### config.mk
export PLATFORM = sky130hd
export DESIGN_NAME = dual_rail_rx
export DESIGN_NICKNAME = d
export VERILOG_FILES = /design/src/rtl/dual_rail_pkg.sv /design/src/rtl/dual_rail_rx_sync.sv /design/src/rtl/dual_rail_rx.sv
export SDC_FILE = /design/constraint.sdc
export NUM_CORES = 1
export LEC_CHECK = 0
export CAP_MARGIN = 15
export CORE_MARGIN = 10
export CORE_UTILIZATION = 51
export DETAILED_ROUTE_END_ITERATION = 10
export GPL_ROUTABILITY_DRIVEN = 0
export GPL_TIMING_DRIVEN = 0
export PLACE_DENSITY = 0.75
export SKIP_CTS_REPAIR_TIMING = 1
export SYNTH_ARGS = -nofsm -noshare
export SYNTH_HDL_FRONTEND = slang
export SYNTH_SLANG_ARGS = --single-unit
### constraint.sdc
create_clock -name clk -period 2.1 [get_ports clk]
set_input_delay 0.21 -clock clk [delete_from_list [all_inputs] [get_ports clk]]
set_output_delay 0.21 -clock clk [all_outputs]
set_load 0.03 [all_outputs]
### src/rtl/dual_rail_pkg.sv
// Shared types and per-pair code checks for the dual-rail receiver.
package dual_rail_pkg;

  localparam ENC_TP = "TP";
  localparam ENC_FP = "FP";

  typedef logic [1:0] rail_t;

  localparam int RAIL_NUM   = 2;
  localparam int TRUE_RAIL  = 1;
  localparam int FALSE_RAIL = 0;

  typedef enum logic [1:0] {ST_IDLE, ST_HOLD, ST_SPACER} state_t;

  // Four-phase: a data pair carries exactly one high rail.
  function automatic logic is_complete_fp(rail_t r);
    return r[TRUE_RAIL] ^ r[FALSE_RAIL];
  endfunction

  function automatic logic is_spacer_fp(rail_t r);
    return r == 2'b00;
  endfunction

  function automatic logic is_illegal_fp(rail_t r);
    return &r;
  endfunction

  // Two-phase: a pair is complete when exactly one rail moved since the last token.
  function automatic logic is_complete_tp(rail_t s, rail_t r);
    return ^(s ^ r);
  endfunction

  function automatic logic is_illegal_tp(rail_t s, rail_t r);
    return &(s ^ r);
  endfunction

endpackage

### src/rtl/dual_rail_rx_sync.sv
// Per-rail synchroniser chain plus one-cycle-delayed copy used for the stability test.
module dual_rail_sync #(
  parameter int WIDTH       = 2,
  parameter int SYNC_STAGES = 2
) (
  input  logic                   clk,
  input  logic                   rst,
  input  logic [WIDTH-1:0][1:0]  in,
  output logic [WIDTH-1:0][1:0]  s,
  output logic                   stable
);

  logic [SYNC_STAGES-1:0][WIDTH-1:0][1:0] chain;
  logic [WIDTH-1:0][1:0]                  s_q;

  always_ff @(posedge clk) begin
    if (rst) begin
      chain <= '0;
      s_q   <= '0;
    end else begin
      chain <= {chain[SYNC_STAGES-2:0], in};
      s_q   <= s;
    end
  end

  assign s      = chain[SYNC_STAGES-1];
  assign stable = (s == s_q);

endmodule

### src/rtl/dual_rail_rx.sv
// Dual-rail token receiver: sync, completion detect, decode, valid/ready output.
// Optional upstream handshake output ack is enabled by defining DUAL_RAIL_RX_ACK_EN.
module dual_rail_rx
  import dual_rail_pkg::*;
#(
  parameter     ENC         = "TP",
  parameter int WIDTH       = 2,
  parameter int SYNC_STAGES = 2
) (
  input  logic                  clk,
  input  logic                  rst,
  input  logic [WIDTH-1:0][1:0] in,
  output logic [WIDTH-1:0]      data_out,
  output logic                  valid_out,
  input  logic                  ready_in,
  output logic                  err,
  output logic                  ovf
`ifdef DUAL_RAIL_RX_ACK_EN
  ,
  output logic                  ack
`endif
);

  localparam bit IS_TP = (ENC == ENC_TP);

  logic [WIDTH-1:0][1:0] s;
  logic                  stable;
  logic [WIDTH-1:0][1:0] ref_q;
  logic [WIDTH-1:0]      decoded;
  logic                  complete, spacer, illegal;
  state_t                state_q, state_d;
  logic                  accept, ovf_set;

  dual_rail_sync #(.WIDTH(WIDTH), .SYNC_STAGES(SYNC_STAGES)) u_sync (
    .clk    (clk),
    .rst    (rst),
    .in     (in),
    .s      (s),
    .stable (stable)
  );

  always_comb begin
    complete = 1'b1;
    spacer   = 1'b1;
    illegal  = 1'b0;
    decoded  = '0;
    for (int i = 0; i < WIDTH; i++) begin
      if (IS_TP) begin
        complete   &= is_complete_tp(s[i], ref_q[i]);
        illegal    |= is_illegal_tp(s[i], ref_q[i]);
        decoded[i]  = s[i][TRUE_RAIL] ^ ref_q[i][TRUE_RAIL];
      end else begin
        complete   &= is_complete_fp(s[i]);
        illegal    |= is_illegal_fp(s[i]);
        decoded[i]  = s[i][TRUE_RAIL];
      end
      spacer &= is_spacer_fp(s[i]);
    end
  end

  // A handshake in HOLD wins over a coincident completion; that token is re-evaluated from IDLE.
  always_comb begin
    state_d = state_q;
    accept  = 1'b0;
    ovf_set = 1'b0;
    case (state_q)
      ST_IDLE: begin
        if (complete && stable) begin
          state_d = ST_HOLD;
          accept  = 1'b1;
        end
      end
      ST_HOLD: begin
        if (ready_in)
          state_d = IS_TP ? ST_IDLE : ST_SPACER;
        else if (IS_TP && complete && stable)
          ovf_set = 1'b1;
      end
      ST_SPACER: begin
        if (spacer && stable) state_d = ST_IDLE;
      end
      default: state_d = ST_IDLE;
    endcase
  end

  always_ff @(posedge clk) begin
    if (rst) begin
      state_q   <= ST_IDLE;
      ref_q     <= '0;
      data_out  <= '0;
      valid_out <= 1'b0;
      err       <= 1'b0;
      ovf       <= 1'b0;
    end else begin
      state_q   <= state_d;
      valid_out <= (state_d == ST_HOLD);
      if (accept) data_out <= decoded;
      // A dropped token still advances the reference so the next toggle is judged against it.
      if (IS_TP && (accept || ovf_set)) ref_q <= s;
      if (illegal && stable) err <= 1'b1;
      if (ovf_set) ovf <= 1'b1;
    end
  end

`ifdef DUAL_RAIL_RX_ACK_EN
  always_ff @(posedge clk) begin
    if (rst)
      ack <= 1'b0;
    else if (accept)
      ack <= IS_TP ? ~ack : 1'b1;
    else if (!IS_TP && state_q == ST_SPACER && state_d == ST_IDLE)
      ack <= 1'b0;
  end
`endif

endmodule

==> impl_results.md <==
- Core area: 1560 µm²
- Post-synth top area cell: dfxtp_1
- Setup WS post-layout: ~430 ps
- Worst vdd ir: between 0.0005 and 0.0006 V
- Total Power: 0.712 mW
- #FFs+latches synth: 23
- Area contributors post-synth: dfxtp_1 53%, nor2b_1 12%, xor2_1 8.1%
- Top-count cell post-synth: dfxtp_1
- Initial antenna violation count: 0
- Maxcap violations: 0
- CTS max path bufs: 2
- Chip width: between 60 and 70 µm
- H-tree depth: 1
- Mapped Nets: 89
- Starting DRT DRC Count: 1
- Crit path required time: between 2000 and 2500 ps
- ANT cells: 0
- Share of layout cells above drive strength 1: 0.0737
- DR top layer: met4
- Initial Utilization: 0.556
- Worst-Margin Slew: around 440 ps
- Area grow syn2layout: 18.5%
- Status: completed
- Netlist cell types: 20
- Row count: 14
- Clock power share: 0.282
- Pin count of the biggest net entering global routing: 15
- DRT antenna net count: 0
- Via count of the first global-routing pass: 510
- Min Tclk post-route: roughly 1700 ps
- Max Clk Rate: 597 MHz
- Net Switching: between 0.15 and 0.2 mW
- Final setup fails: 0
- CTS buffer count: 3
- Synth Cell Area: approximately 870 µm²
- EDFF count, synth: 0
- CTS root buffer: clkbuf_4
- Final Hold Vio Count: 0
- Setup TNS Final: 0 ps
- Sw Ratio: 0.228
- Worst setup SP type: flip-flop
- Congestion Overflow GR: 0
- CP max FO: 4
- Sequential share of power: 0.636
- Ys Warns: 0
- Reg2reg path depth: 5
- RSZ-0062 raised after global routing: no
- Seq/Total Area, Yosys: 0.531
- Die height: roughly 61 µm
- Avg Vias per Cell: between 5 and 6
- Buffers on Ports: 11
- WL final: 1340 µm
- Wl on met1: between 500 and 600 µm
- Setup WS pre-CTS: 393 ps
- Gate count of the mapped netlist: 80
- Crit end category: flip-flop
- Die area: 3750 µm²
- Internal power: 0.550 mW
- Main flop type after synthesis: dfxtp_1
- Clock sinks: 23
- Asr flop ratio synth: 0
- Final period utilization: 0.797
- Metal2 WL: about 640 µm
- Clock-pin slew on the worst setup and hold paths: 120 ps
- First-pass GRT wire length: around 2100 µm
- Drt pass-1 iters: 4
- Crit path kind: reg -> reg
- Inst Count DP: ~110
- Via Count: 563
- PwrDens: 694 nW/µm²
- Nets: around 110
- GR Util All Layers: 0.0747
- HP Class: in -> reg
- Yosys top cell area share: 0.531
- Slew Limit Fails: 0
- Core occupancy in the finished layout: 0.659
- Slew HR: 0.708
- Skew final: about 1.8 ps
- Fin cells: 111
- WHS Path Cells: 2
- Crit path arrival time: 1890 ps
- Top post-synthesis cells by count: 23 x dfxtp_1, 16 x nor2b_1, 8 x xor2_1, 5 x a21oi_1
- Comb pwr share: 0.081
- IO Count: 12
- Later-pin clock latency in the skew report: between 300 and 400 ps
- Static Leak: around 0.45 nW
- Met3 wire len: 121 µm
- Avg Cell Area, Syn: approximately 11 µm²
- DRC: 0
- CTS tree: yes
- Drt wl/cell: ~12 µm
state kept, by name, indices dropped and copies added (netlist names):
signal,cells
valid_out,1
data_out,2
ovf,1
u_sync.s_q,4
ref_q,4
err,1
u_sync.s,4
state_q,2
u_sync.chain,4
final cells by class:
class                      count  area [µm²]
multi-input combinational     54         395
sequential                    23         460
buffer                         2        7.51
fill                         131         532
clock inverter                 1        7.51
timing repair buffer          11         110
tap                           16        20.0
inverter                       1        3.75
clock buffer                   3        22.5
layout by cell type, fill, tap and decap left out:
master           instances
dfxtp_1                 23
nor2b_1                 16
clkdlybuf4s50_1         11
xor2_1                   8
a21oi_1                  5
nand2b_1                 4
nor2_1                   4
mux2_1                   3
clkbuf_4                 3
clkbuf_1                 2
mux2i_1                  2
nand2_1                  2
ha_1                     2
nor4_4                   1
and2_1                   1
nand3_1                  1
inv_1                    1
o21ai_0                  1
a41oi_1                  1
nand3_2                  1
nor4_1                   1
mux2_2                   1
clkinvlp_4               1
stage by stage:
step / hold WS (ps) / cell area [µm²]
after floorplan: 289 / 867
after global placement: 417 / 997
after detailed placement: 428 / 997
after CTS: 425 / 1030
after global routing: 417 / 1030
final: 439 / 1030
power groups by stage:
stage	Sequential, mW	Combinational [mW]	Clock [mW]
global route	0.455	0.0636	0.228
finish	0.453	0.0578	0.201
global placement	0.463	0.0570	0
floorplan	0.464	0.0351	0
CTS	0.454	0.0588	0.211
detailed placement	0.463	0.0583	0
worst max-delay path: stages (launching register included):
cell and delay, ps:
dfxtp_1 420, xor2_1 220, ha_1 270, and2_1 190, nand3_2 140, mux2_2 340
cell families after synthesis:
group | share of synthesized area
fa+ha+maj | 0.0289
mux | 0.0750
xor+xnor | 0.0808
simple gates | 0.227
compound gates | 0.0447
buf+inv | 0.0130
flops | 0.531
final timing paths:
check,from,to,slack (ps)
worst max-delay path,u_sync.s[1]$_SDFF_PP0_,ref_q[0]$_SDFFE_PP0P_,430
worst min-delay path,in[1],u_sync.chain[1]$_SDFF_PP0_,440
worst max register to register,u_sync.s[1]$_SDFF_PP0_,ref_q[0]$_SDFFE_PP0P_,430
worst min register to register,u_sync.chain[0]$_SDFF_PP0_,u_sync.s[0]$_SDFF_PP0_,460
layer usage:
| layer | up-vias | GRT usage |
|---|---|---|
| met3 | 2 | 0.0432 |
| li1 | 289 | - |
| met2 | 13 | 0.123 |
| met1 | 259 | 0.0769 |
| met4 | 0 | 0.0293 |
| met5 | - | 0 |
Note: power is estimated with default switching activity, not from simulation.
